==> src/rtl/tri_sched_pkg.sv <==
// Shared types and default sizing for the triangle-check scheduler.
package tri_sched_pkg;

  localparam int NREQ_DEF      = 4;
  localparam int W_DEF         = 3;
  localparam int TO_CYCLES_DEF = 8;

  typedef enum logic [2:0] {
    ARB    = 3'd0,
    SEND_A = 3'd1,
    SEND_B = 3'd2,
    SEND_C = 3'd3,
    WAIT   = 3'd4,
    RESP   = 3'd5
  } state_t;

endpackage

==> src/rtl/tri_check_sched_rr_arbiter.sv <==
// Round-robin arbiter: picks the first set request after last_grant, wrapping modulo NREQ.
module rr_arbiter
  import tri_sched_pkg::*;
#(
  parameter int NREQ = NREQ_DEF,
  parameter int IW   = (NREQ > 1) ? $clog2(NREQ) : 1
) (
  input  logic [NREQ-1:0] req,
  input  logic [IW-1:0]   last_grant,
  output logic [NREQ-1:0] grant,
  output logic [IW-1:0]   grant_idx
);

  logic [IW-1:0] w_cand;
  logic          w_found;

  always_comb begin
    grant     = '0;
    grant_idx = '0;
    w_found   = 1'b0;
    w_cand    = '0;
    // Offset 1 first so the previous winner has lowest priority.
    for (int k = 1; k <= NREQ; k++) begin
      w_cand = IW'((int'(last_grant) + k) % NREQ);
      if (!w_found && req[w_cand]) begin
        w_found       = 1'b1;
        grant[w_cand] = 1'b1;
        grant_idx     = w_cand;
      end
    end
  end

endmodule

==> src/rtl/tri_check_sched.sv <==
// Shares one serial triangle-check engine among NREQ requesters (round-robin).
// Optional engine-response timeout enabled by defining TRI_SCHED_TIMEOUT_EN.
module tri_check_sched
  import tri_sched_pkg::*;
#(
  parameter int NREQ      = NREQ_DEF,
  parameter int W         = W_DEF,
  parameter int TO_CYCLES = TO_CYCLES_DEF
) (
  input  logic              CLK,
  input  logic              RST,
  input  logic [NREQ-1:0]   req_valid,
  input  logic [NREQ*W-1:0] req_a,
  input  logic [NREQ*W-1:0] req_b,
  input  logic [NREQ*W-1:0] req_c,
  output logic [NREQ-1:0]   req_ready,
  output logic [NREQ-1:0]   rsp_valid,
  output logic              rsp_result,
  output logic              rsp_err,
  output logic              eng_in_valid,
  output logic [W-1:0]      eng_input,
  input  logic              eng_out,
  input  logic              eng_out_valid
);

  localparam int IW = (NREQ > 1) ? $clog2(NREQ) : 1;

  state_t            r_state;
  state_t            w_state_next;
  logic [IW-1:0]     r_last_grant;
  logic [IW-1:0]     r_grant_idx;
  logic [W-1:0]      r_a;
  logic [W-1:0]      r_b;
  logic [W-1:0]      r_c;
  logic              r_result;
  logic [NREQ-1:0]   w_arb_grant;
  logic [IW-1:0]     w_arb_idx;
  logic              w_any;

  assign w_any = |req_valid;

  rr_arbiter #(
    .NREQ (NREQ),
    .IW   (IW)
  ) u_arb (
    .req        (req_valid),
    .last_grant (r_last_grant),
    .grant      (w_arb_grant),
    .grant_idx  (w_arb_idx)
  );

`ifdef TRI_SCHED_TIMEOUT_EN
  localparam int CW = (TO_CYCLES > 1) ? $clog2(TO_CYCLES) : 1;

  logic [CW-1:0] r_to_cnt;
  logic          r_err;
  logic          w_timeout;

  assign w_timeout = (r_to_cnt == CW'(TO_CYCLES - 1));

  // Counter restarts as WAIT is entered, so it measures WAIT cycles only.
  always_ff @(posedge CLK) begin
    if (RST) begin
      r_to_cnt <= '0;
      r_err    <= 1'b0;
    end else begin
      if (r_state == SEND_C) begin
        r_to_cnt <= '0;
      end else if (r_state == WAIT) begin
        r_to_cnt <= r_to_cnt + 1'b1;
      end
      if (r_state == WAIT) begin
        if (eng_out_valid) begin
          r_err <= 1'b0;
        end else if (w_timeout) begin
          r_err <= 1'b1;
        end
      end
    end
  end
`endif

  always_comb begin
    w_state_next = r_state;
    req_ready    = '0;
    rsp_valid    = '0;
    rsp_result   = 1'b0;
    rsp_err      = 1'b0;
    eng_in_valid = 1'b0;
    eng_input    = '0;
    case (r_state)
      ARB: begin
        if (w_any) begin
          w_state_next = SEND_A;
          if (!RST) begin
            req_ready = w_arb_grant;
          end
        end
      end
      SEND_A: begin
        eng_in_valid = 1'b1;
        eng_input    = r_a;
        w_state_next = SEND_B;
      end
      SEND_B: begin
        eng_input    = r_b;
        w_state_next = SEND_C;
      end
      SEND_C: begin
        eng_input    = r_c;
        w_state_next = WAIT;
      end
      WAIT: begin
        if (eng_out_valid) begin
          w_state_next = RESP;
        end
`ifdef TRI_SCHED_TIMEOUT_EN
        else if (w_timeout) begin
          w_state_next = RESP;
        end
`endif
      end
      RESP: begin
        rsp_valid    = NREQ'(1) << r_grant_idx;
        rsp_result   = r_result;
`ifdef TRI_SCHED_TIMEOUT_EN
        rsp_err      = r_err;
`endif
        w_state_next = ARB;
      end
      default: begin
        w_state_next = ARB;
      end
    endcase
  end

  always_ff @(posedge CLK) begin
    if (RST) begin
      r_state      <= ARB;
      r_last_grant <= IW'(NREQ - 1);
      r_grant_idx  <= '0;
      r_a          <= '0;
      r_b          <= '0;
      r_c          <= '0;
      r_result     <= 1'b0;
    end else begin
      r_state <= w_state_next;
      if (r_state == ARB && w_any) begin
        r_grant_idx <= w_arb_idx;
        r_a         <= req_a[w_arb_idx*W +: W];
        r_b         <= req_b[w_arb_idx*W +: W];
        r_c         <= req_c[w_arb_idx*W +: W];
      end
      if (r_state == WAIT && eng_out_valid) begin
        r_result <= eng_out;
      end
`ifdef TRI_SCHED_TIMEOUT_EN
      else if (r_state == WAIT && w_timeout) begin
        r_result <= 1'b0;
      end
`endif
      if (r_state == RESP) begin
        r_last_grant <= r_grant_idx;
      end
    end
  end

endmodule

==> config.mk <==
export PLATFORM = sky130hd
export DESIGN_NAME = tri_check_sched
export DESIGN_NICKNAME = d
export VERILOG_FILES = /design/src/rtl/tri_sched_pkg.sv /design/src/rtl/tri_check_sched_rr_arbiter.sv /design/src/rtl/tri_check_sched.sv
export SDC_FILE = /design/constraint.sdc
export NUM_CORES = 1
export LEC_CHECK = 0
export ABC_AREA = 1
export BUFFER_PORTS_ARGS = -buffer_cell sky130_fd_sc_hd__buf_2
export CORE_MARGIN = 2
export CORE_UTILIZATION = 25
export DETAILED_ROUTE_END_ITERATION = 8
export PLACE_DENSITY_LB_ADDON = 0.3
export SETUP_SLACK_MARGIN = 0.1
export SLEW_MARGIN = 20
export SYNTH_ARGS = -nofsm -noshare
export SYNTH_HDL_FRONTEND = slang
export SYNTH_HIERARCHICAL = 1
export SYNTH_SLANG_ARGS = --single-unit
==> constraint.sdc <==
create_clock -name CLK -period 4.2 [get_ports CLK]
set_input_delay 0.63 -clock CLK [delete_from_list [all_inputs] [get_ports CLK]]
set_output_delay 0.63 -clock CLK [all_outputs]
set_load 0.005 [all_outputs]
* After elaboration in Yosys (flattened, before gate mapping)
Index checks and enable logic that the tools add are counted.
** Word-level totals
- Bits in registers :: 17
- Output and inout port bits :: 14
- Input port bits :: 44
- Logic and storage cells :: 86
** Cells by class
- Equal/unequal tests :: 7
- Muxes and demuxes :: 37
- $lt $le $gt $ge :: 8
- Reduce and logical (&&, ||, !) cells :: 15
- Bitwise gates (word level) :: 3
- Shift-type cells :: 4
- Multiply operators :: 1
- $add $sub $neg :: 4
** Operators by type and width (number)
- 12-bit by 5-bit indexed part select with 3-bit output :: 3
- 4-bit two-way mux :: 8
- 3-bit case mux with 5 select lines :: 1
- 1-bit two-way mux :: 13
- 2-bit by 3-bit less-than comparator with 1-bit output (second input constant) :: 4
- 4-bit bitwise OR :: 3
- 1-bit logical AND :: 9
- 3-bit case mux with 3 select lines :: 1
- 1-bit binary-select mux with 2-bit select :: 4
- 1-bit demux with 2-bit select :: 4
- 2-bit by 1-bit >= comparator with 1-bit output (second input constant) :: 4
- 2-bit two-way mux :: 4
- 3-bit by 2-bit equality test with 1-bit output (second input constant) :: 2
- 3-bit equality test (second input constant) :: 2
- 3-bit two-way mux :: 2
- 2-bit by 1-bit adder with 2-bit output (second input constant) :: 2
- 2-bit adder (second input constant) :: 2
- 2-bit by 2-bit multiplier with 4-bit output (second input constant) :: 1
- 2-bit inequality test (second input constant) :: 2
- 4-bit OR reduction :: 1
- 1-bit by 2-bit << shifter with 4-bit output (first input constant) :: 1
- 3-bit by 1-bit equality test with 1-bit output (second input constant) :: 1
- 1-bit zero test :: 3
- 3-bit zero test :: 1
- 2-bit AND reduction :: 1

* Longest topological paths before layout
Gate-level depths: netlist (run 1).
- Word-level depth :: 16
- Gate-level depth with buffers :: 18

* Cells and area by module
The synthesis (run 1) kept the hierarchy.
** By module, submodules not included
- tri_check_sched :: times used 1, area each 1307.5 um^2, seq. area each 340.3 um^2, cells an instance 239
- rr_arbiter :: times used 1, area each 535.5 um^2, seq. area each 0.0 um^2, cells an instance 85

* Worst setup path before layout (run 1)
OpenSTA, ideal clock, no wires.
- Path kind :: register -> output
- Start point :: register r_last_grant[0]
- End point :: output req_ready[0]
- Arrival :: 1.748 ns
- Buffers on the path :: 1
- Path slack :: 1.822 ns
- Stages on the path, launching flop included :: 12
- Cells stage by stage :: dfxtp_1 buf_6 inv_8 ha_1 inv_1 nand3_1 nand2_1 nand2_1 inv_1 nand3_1 nand3_1 nor3b_2
** Between the ends
- Longest elaborated chain between the ends :: 16
** Ends and longest elaborated chain
- start, declared :: RTL line tri_check_sched.sv:30 : logic [IW-1:0] r_last_grant;
- start signal, assigned :: RTL line tri_check_sched.sv:140 : r_last_grant <= IW'(NREQ - 1);
- start signal, assigned :: RTL line tri_check_sched.sv:163 : r_last_grant <= r_grant_idx;
- branches (longest 12 deep; another with 2-bit by 3-bit less-than comparator with 1-bit output)
- 4-bit two-way mux (*) :: RTL line tri_check_sched_rr_arbiter.sv:25 : if (!w_found && req[w_cand]) begin
- via w_arb_grant[0] :: RTL line tri_check_sched.sv:36 : logic [NREQ-1:0] w_arb_grant;
- 4-bit two-way mux (*) :: RTL line tri_check_sched.sv:95 : if (!RST) begin
- 4-bit two-way mux (*) :: RTL line tri_check_sched.sv:93 : if (w_any) begin
- 4-bit two-way mux (*) :: RTL line tri_check_sched.sv:91 : case (r_state)
- end, declared :: RTL line tri_check_sched.sv:16 : output logic [NREQ-1:0] req_ready,
Mark *: on every way through the listed nets, which the timed path passes. The select of a mux whose other input is x is not followed.

* Worst setup path after layout (run 1)
Ends and elaborated chain as after synthesis.

==> results.toml, run 1 <==
[run_status]
outcome = "complete, no violations"

[floorplanning]
dieArea_um2 = 8070
core_area_um2 = 7210
start_util = 0.255
die_x_um = 89.9
placementRows = 31
die_h_um = 89.9
ioPinCount = 58

[hold_path]
min_from = "r_c[0]"
hp-class = "register to register"

[place]
placed_area_um2 = 2180
dp_hpwl_um = 3860
io_buffers = 56
pre_cts_ws_ns = 1.08
gp_congestion = 0.852

[sta]
period_needed_ns = 3.17
final_max_slew_viol_count = 0
finalSetupViolations = 0
setup_tns_ns = 0
setup_slack_ns = 1.03
hold_viol = 0
fmaxAchievable_mhz = 315
tightest_slew_ns = 0.664
rsz0062_at_grt = "false"
slew-limit-headroom = 0.557
timing.final.crit_share = 0.755
fin_skew_ns = 0.00274

[cts]
cts.path.max_buffers = 2
path_clk_slew_ns = 0.07
cts.sinks = 17
cts_resized = 0
clk_latency_ns = 0.25
post-cts-setup-buffer-count = 0
cts_root_buffer = "clkbuf_8"
clock_tree.htree_level_count = 1
numCtsBuffers = 3
cts_hold_buf = 0
tritoncts = "done"

[grt]
grt_max_degree = 23
antenna_found_initial = 0
track_usage = 0.121
gr-total-overflow = 0
grt_first_pass_wirelength_um = 8330
grt_pass1_vias = 1983

[critical_path]
arrival_ns = 2.54
critPathLaunch = "r_last_grant[0]"
endpoint_kind = "output port"
worstPathRequired_ns = 3.57
crit_fanout = 15
start_kind = "register"
critical_path_class = "register to output port"
r2r-start = "r_last_grant[0]"

[power]
total_power_w = 0.000521
irDropWorstVdd_mv = 0.119
power_density_nw_per_um2 = 234
total_leakage_power_nw = 1.31

[synth]
syn_area_per_cell_um2 = 5.69
yosysUniqueCellTypes = 28
yosysWarnings = 6
synth_common_cells = "nand2_1 (99), inv_1 (59), nand3_1 (49), nor2_1 (39), dfxtp_1 (17)"
async_reset_ff_frac = 0
synth_area_leader_cell = "nand2_1"
ys.flop_type = "dfxtp_1"
synth.most_common_cell = "nand2_1"
syn-cell-area_um2 = 1840
postSynthNetCount = 376
yosys_register_bits = 17
synth.area.top_cells = "nand2_1 (20%), dfxtp_1 (18%), nand3_1 (13%)"
synth-edff-count = 0
seq_area_frac_synth = 0.185
syn_inst = 324
synth.top_cell.area_share = 0.202

[detailed_routing]
antenna_left = 0
totalWireLength_um = 4870
drt_iter0_drc = 57
first_pass_iters = 4
num_vias = 2014
drt-vias-per-instance = 4.24
drc = 0
wl_per_cell_um = 10.2

[cells_and_area]
antenna_cells = 0
stdcell_area_um2 = 2230
num-nets-final = 429
final_util = 0.309
drive_gt1_frac = 0.221
area_delta_synth_final_pct = 20.9

[flow_run]
drv_cap = 0
sequential cells by signal, indices dropped and copies added, names as in the netlist:
| signal | cells |
|---|---|
| r_a | 3 |
| r_b | 3 |
| r_c | 3 |
| r_state | 3 |
| r_grant_idx | 2 |
| r_last_grant | 2 |
| r_result | 1 |
critical path: stages, from the launching register on:
cell     delay (ns)
dfxtp_1        0.75
inv_8          0.11
ha_1           0.39
inv_1          0.17
nand3_1        0.10
nand2_1        0.10
nand2_1        0.07
inv_1          0.14
nand3_1        0.09
nand3_1        0.08
nor3b_2        0.15
buf_2          0.14
cell families (layout without fill, tap and decap cells):
family / count (synthesis) / count (layout) / synth area share
and+or+nand+nor: 208 / 208 / 0.532
buffers and inverters: 74 / 126 / 0.177
DFF: 17 / 17 / 0.185
AOI/OAI and AO/OA: 16 / 16 / 0.0509
adders and majority gates: 8 / 8 / 0.0543
other: 1 / 1 / 0.00203
metal layers:
| layer | routed length (um) | global-route usage |
|---|---|---|
| met3 | 226 | 0.0235 |
| met1 | 2300 | 0.149 |
| met4 | 105 | 0.0410 |
| met5 | 0 | 0 |
| met2 | 2230 | 0.210 |
cell usage in the layout, fill, tap and decap left out:
master     n
nand3_4    1
o211ai_1   1
a21oi_1    8
ha_1       8
inv_1     59
nand2_8    1
a21boi_0   4
nand3_1   49
inv_2      3
nor3_1     3
clkinv_1   1
clkbuf_1   1
buf_2     56
nor3b_2    4
nor2_2     1
dfxtp_1   17
clkbuf_8   3
nor2_4     1
o22ai_1    1
o21ai_1    2
nor2_1    39
conb_1     1
nor2_8     1
inv_8      1
nand2_1   99
nand2_4    4
buf_4      1
nand2_2    5
inv_4      1
power breakdown:
part | leakage (nW) | internal (W) | switching [W] | total, W
Combinational | 1.14 | 0.0000750 | 0.000124 | 0.000199
Clock | 0.0228 | 0.0000674 | 0.0000582 | 0.000126
Sequential | 0.140 | 0.000181 | 0.0000152 | 0.000196
Total | 1.31 | 0.000323 | 0.000198 | 0.000521
final timing paths:
kind | to | cells past startpoint | slack (ns)
worst max-delay path | req_ready[0] | 11 | 1.03
worst max register to register | r_c[0] | 14 | 1.09
worst min-delay path | r_c[0] | 4 | 0.51
worst min register to register | r_c[0] | 4 | 0.51
layout make-up:
class,count,area [um^2]
flip-flops and latches,17,340
well taps,99,124
inverters,65,254
multi-input cells,233,1180
repair buffers,57,288
fillers,858,4990
clock buffers,4,45.0
stage by stage:
stage | std cells | hold slack (ns)
2_1_floorplan | 324 | 0.489
5_1_grt | 475 | 0.551
4_1_cts | 475 | 0.518
6_report | 475 | 0.514
3_3_place_gp | 471 | 0.502
3_5_place_dp | 471 | 0.504
Power figures use the tool's default switching activity.
==> inputs of run 2 (changes only) <==
--- a/config.mk
+++ b/config.mk
@@ -5,7 +5,7 @@
 export SDC_FILE = /design/constraint.sdc
 export NUM_CORES = 1
 export LEC_CHECK = 0
-export ABC_AREA = 1
+export ABC_AREA = 0
 export BUFFER_PORTS_ARGS = -buffer_cell sky130_fd_sc_hd__buf_2
 export CORE_MARGIN = 2
 export CORE_UTILIZATION = 25
==> constraint.sdc (replaced) <==
create_clock -name CLK -period 2.93 [get_ports CLK]
set_input_delay 0.4395 -clock CLK [delete_from_list [all_inputs] [get_ports CLK]]
set_output_delay 0.4395 -clock CLK [all_outputs]
set_load 0.005 [all_outputs]
==> run 2 against run 1 <==
Critical path depth decreased by 3. Wire length decreased by 13%. Cell count decreased by 35%. Clock power increased by 40%. Synthesized area decreased by 9.9%. Largest cell class unchanged.
==> results.toml, run 2 <==
[run_status]
outcome = "complete, no violations"

[synth]
async_reset_ff_frac = 0
syn_inst = 185
synth-edff-count = 0
synth.area.top_cells = "dfxtp_1 (20%), mux4_2 (15%), ha_1 (6.0%)"
yosys_register_bits = 17
synth_area_leader_cell = "dfxtp_1"
postSynthNetCount = 237
synth.top_cell.area_share = 0.205
yosysWarnings = 6
seq_area_frac_synth = 0.205
syn_area_per_cell_um2 = 8.97
yosysUniqueCellTypes = 48
synth_common_cells = "dfxtp_1 (17), a21oi_1 (14), nand2_1 (14), mux4_2 (11)"
ys.flop_type = "dfxtp_1"
synth.most_common_cell = "dfxtp_1"
syn-cell-area_um2 = 1660

[detailed_routing]
drt_iter0_drc = 77
num_vias = 1593
antenna_left = 0
first_pass_iters = 4
totalWireLength_um = 4220
drc = 0
drt-vias-per-instance = 5.14
wl_per_cell_um = 13.6

[grt]
gr-total-overflow = 0
grt_first_pass_wirelength_um = 7060
track_usage = 0.116
grt_pass1_vias = 1537
antenna_found_initial = 0
grt_max_degree = 20

[hold_path]
hp-class = "input pin to register"

[critical_path]
arrival_ns = 2.24
worstPathRequired_ns = 2.49
critical_path_class = "register to output port"
critPathMaxStageDelay_ns = 0.44
crit_chain = "inv_1 > ha_2 > mux4_2 > nand2_1 > o21ai_0 > a221o_2 > and2_1 > buf_2"
endpoint_kind = "output port"
start_kind = "register"
crit_fanout = 9
cp_slowest_cell = "ha_2"

[cells_and_area]
stdcell_area_um2 = 1990
antenna_cells = 0
num-nets-final = 286
multiInputGateArea_um2 = 1170
seqCellArea_um2 = 340
layout_commonest_cell = "buf_2"
final_cell_mix = "buf_2 (56), dfxtp_1 (17), nand2_1 (14), a21oi_1 (14), mux4_2 (11)"
drive_gt1_frac = 0.403
fillers = 711
area_delta_synth_final_pct = 20.0

[floorplanning]
die_x_um = 85.5
ioPinCount = 58
core_area_um2 = 6390
dieArea_um2 = 7310
die_h_um = 85.5
placementRows = 29
start_util = 0.260

[cts]
post-cts-setup-buffer-count = 0
clock_tree.htree_level_count = 1
cts.sinks = 17
tritoncts = "done"
cts_hold_buf = 0
cts_root_buffer = "clkbuf_8"
cts.path.max_buffers = 2
path_clk_slew_ns = 0.07
numCtsBuffers = 3
clk_latency_ns = 0.25

[power]
irDropWorstVdd_mv = 0.178
power_density_nw_per_um2 = 335
total_leakage_power_nw = 0.845

[sta]
fmaxAchievable_mhz = 373
rsz0062_at_grt = "false"
period_needed_ns = 2.68
hold_viol = 0
timing.final.crit_share = 0.916
finalSetupViolations = 0
setup_slack_ns = 0.247
final_max_slew_viol_count = 0
fin_skew_ns = 0.00327
setup_tns_ns = 0

[place]
gp_congestion = 0.740
placed_area_um2 = 1950
dp_hpwl_um = 3080
io_buffers = 56
pre_cts_ws_ns = 0.388

[flow_run]
drv_cap = 0
run 2: layout make-up:
| cell class | instances | area share |
|---|---|---|
| tap | 77 | 0.0483 |
| sequential | 17 | 0.171 |
| multi-input combinational | 146 | 0.586 |
| clock buffer | 4 | 0.0226 |
| timing repair buffer | 63 | 0.167 |
| inverter | 3 | 0.00565 |
run 2: kinds of logic after synthesis:
| family | Yosys count | synth area share |
|---|---|---|
| simple gates | 67 | 0.236 |
| compound gates | 54 | 0.221 |
| buf+inv | 22 | 0.0934 |
| flops | 17 | 0.205 |
| mux | 16 | 0.182 |
| fa+ha+maj | 8 | 0.0603 |
| other cells | 1 | 0.00226 |
run 2: final timing paths:
check	startpoint	to	slack (ns)	cells after the start
worst max-delay path	r_last_grant[0]	req_ready[1]	0.25	8
worst min-delay path	eng_out	r_result	0.45	3
worst max register to register	r_last_grant[0]	r_c[0]	0.47	10
worst min register to register	r_result	r_result	0.47	2
run 2: metrics by stage:
| stage | total power (W) | util | cells | hold slack [ns] |
|---|---|---|---|---|
| 2_1_floorplan | 0.000438 | - | 185 | 0.444 |
| 3_3_place_gp | 0.000497 | 0.305 | 306 | 0.453 |
| 3_5_place_dp | 0.000498 | 0.305 | 306 | 0.465 |
| 4_1_cts | 0.000676 | 0.312 | 310 | 0.441 |
| 5_1_grt | 0.000717 | 0.312 | 310 | 0.456 |
| 6_report | 0.000667 | 0.312 | 310 | 0.447 |
run 2: critical path: cells and delay by family (launching register included):
family                     cells  cell delay, ns
AOI/OAI and AO/OA              2            0.38
adders and majority gates      1            0.44
buffers and inverters          2            0.21
muxes                          1            0.40
DFF                            1            0.32
and+or+nand+nor                2            0.23
run 2: repair_timing:
action / CTS / global route
resized for setup: 0 / 1
endpoints found under the hold margin: 0 / 0
endpoints found under the setup margin: 0 / 4
run 2: report_power, final:
group          internal, W  total, W  switching (W)
clock            0.0000965  0.000176      0.0000790
sequential        0.000252  0.000272      0.0000202
combinational     0.000113  0.000219       0.000106
total             0.000462  0.000667       0.000206
run 2: layer usage:
metal / share of wire / track usage / up-vias
met3: 0.045 / 0.0192 / 6
met4: 0.014 / 0.0260 / 0
met1: 0.50 / 0.168 / 749
li1: - / - / 791
met2: 0.44 / 0.183 / 47
met5: 0 / 0 / -
==> inputs of run 3 (changes only) <==
--- a/config.mk
+++ b/config.mk
@@ -9,6 +9,7 @@
 export BUFFER_PORTS_ARGS = -buffer_cell sky130_fd_sc_hd__buf_2
 export CORE_MARGIN = 2
 export CORE_UTILIZATION = 25
+export CTS_BUF_LIST = sky130_fd_sc_hd__clkbuf_2
 export DETAILED_ROUTE_END_ITERATION = 8
 export PLACE_DENSITY_LB_ADDON = 0.3
 export SETUP_SLACK_MARGIN = 0.1
==> run 3 against run 2 <==
First-iteration DRC count decreased by 6.5%. Die area unchanged. Critical path type unchanged. Total power decreased by 9.4%. Register-to-register slack improved by 0.04 ns. Clock skew increased by 0.011 ns. Highest routed layer unchanged. Combinational power about the same. Wire length decreased by 0.73%. Critical endpoint unchanged. Worst hold slack got worse by 0.077 ns. Sequential power about the same.
==> results.toml, run 3 (synthesized netlist as in run 2, its figures left out) <==
[floorplanning]
die_x_um = 85.5
placementRows = 29
dieArea_um2 = 7310
die_h_um = 85.5
ioPinCount = 58
core_area_um2 = 6390
start_util = 0.260

[detailed_routing]
num_vias = 1580
drt_iter0_drc = 72
drt-vias-per-instance = 5.10
wl_per_cell_um = 13.5
first_pass_iters = 4
antenna_left = 0
totalWireLength_um = 4190
drc = 0

[critical_path]
start_kind = "register"
crit_fanout = 9
rr_worst_depth = 10
arrival_ns = 2.25
critical_path_class = "register to output port"
endpoint_kind = "output port"
worstPathRequired_ns = 2.49

[sta]
rsz0062_at_grt = "true"
fin_skew_ns = 0.0145
final_max_slew_viol_count = 0
timing.final.crit_share = 0.919
setup_tns_ns = 0
fmaxAchievable_mhz = 371
period_needed_ns = 2.69
hold_viol = 0
finalSetupViolations = 0

[power]
irDropWorstVdd_mv = 0.101
total_power_w = 0.000604
total_leakage_power_nw = 0.840
power_density_nw_per_um2 = 304

[cells_and_area]
final_cell_mix = "buf_2 (56), dfxtp_1 (17), nand2_1 (14), a21oi_1 (14), mux4_2 (11)"
antenna_cells = 0
drive_gt1_frac = 0.408
num-nets-final = 286
stdcell_area_um2 = 1990
layout_commonest_cell = "buf_2"
fillers = 709
area_delta_synth_final_pct = 19.6
stdcell_count = 310

[grt]
antenna_found_initial = 0
track_usage = 0.117
gr-total-overflow = 0
grt_max_degree = 20
grt_pass1_vias = 1536
grt_first_pass_wirelength_um = 7060

[run_status]
outcome = "complete, no violations"

[cts]
cts.sinks = 17
numCtsBuffers = 3
clock_tree.htree_level_count = 1
path_clk_slew_ns = 0.17
clk_latency_ns = 0.30
cts_root_buffer = "clkbuf_2"
cts.path.max_buffers = 2
tritoncts = "done"

[place]
dp.cells = 306
io_buffers = 56
dp_hpwl_um = 3080
gp_congestion = 0.740
placed_area_um2 = 1950

[hold_path]
whs_path_depth = 3
hp-class = "input pin to register"

[flow_run]
drv_cap = 0
## run 3: cell types whose count changed in the layout (fill, tap and decap cells not counted)
| cell | previous run | this run |
|---|---|---|
| clkbuf_1 | 1 | 0 |
| clkbuf_2 | 0 | 4 |
| a211oi_4 | 0 | 1 |
| clkbuf_8 | 3 | 0 |
| a211oi_2 | 1 | 0 |
| ha_4 | 0 | 1 |
| ha_2 | 1 | 0 |
## run 3: final cells by class
class / count / area [um^2] / area share
Tap cell: 77 / 96.3 / 0.0485
Multi-Input combinational cell: 146 / 1180 / 0.597
Clock buffer: 4 / 20.0 / 0.0101
Sequential cell: 17 / 340 / 0.171
Inverter: 3 / 11.3 / 0.00567
Timing Repair Buffer: 63 / 333 / 0.168
## run 3: final timing paths
| path | endpoint | startpoint | slack [ns] |
|---|---|---|---|
| worst max-delay path | req_ready[1] | r_last_grant[0] | 0.24 |
| worst min register to register | r_result | r_result | 0.49 |
| worst max register to register | r_c[0] | r_last_grant[0] | 0.51 |
| worst min-delay path | r_result | eng_out | 0.37 |
## run 3: per-stage QoR
stage | setup slack, ns | util | hold WS, ns
after global routing | 0.0838 | 0.311 | 0.347
after CTS | 0.135 | 0.308 | 0.350
after detailed placement | 0.388 | 0.305 | 0.465
after floorplan | 0.255 | - | 0.444
after global placement | 0.418 | 0.305 | 0.453
final | 0.237 | 0.311 | 0.370
## run 3: metal layers
metal / global-route usage / routed length (um)
met2: 0.183 / 1830
met1: 0.167 / 2080
met4: 0.0303 / 71
met5: 0 / 0
met3: 0.0221 / 210
## run 3: report_power, final
part | internal (W) | switching, W
Clock | 0.0000362 | 0.0000742
Combinational | 0.000114 | 0.000108
Sequential | 0.000252 | 0.0000200
Total | 0.000402 | 0.000202
## run 3: worst max-delay path, cell delays in order (launching register included)
cell and delay [ns]:
dfxtp_1 0.36, inv_1 0.11, ha_4 0.36, mux4_2 0.39, nand2_1 0.10, o21ai_0 0.08
a221o_2 0.30, and2_1 0.13, buf_2 0.12
## run 3: repair_timing
action | 4_1_cts | 5_1_grt
hold buffers | 0 | 0
setup endpoints to repair | 4 | 4
setup buffers | 0 | 0
resized for setup | 1 | 2
pin swaps | 0 | 0
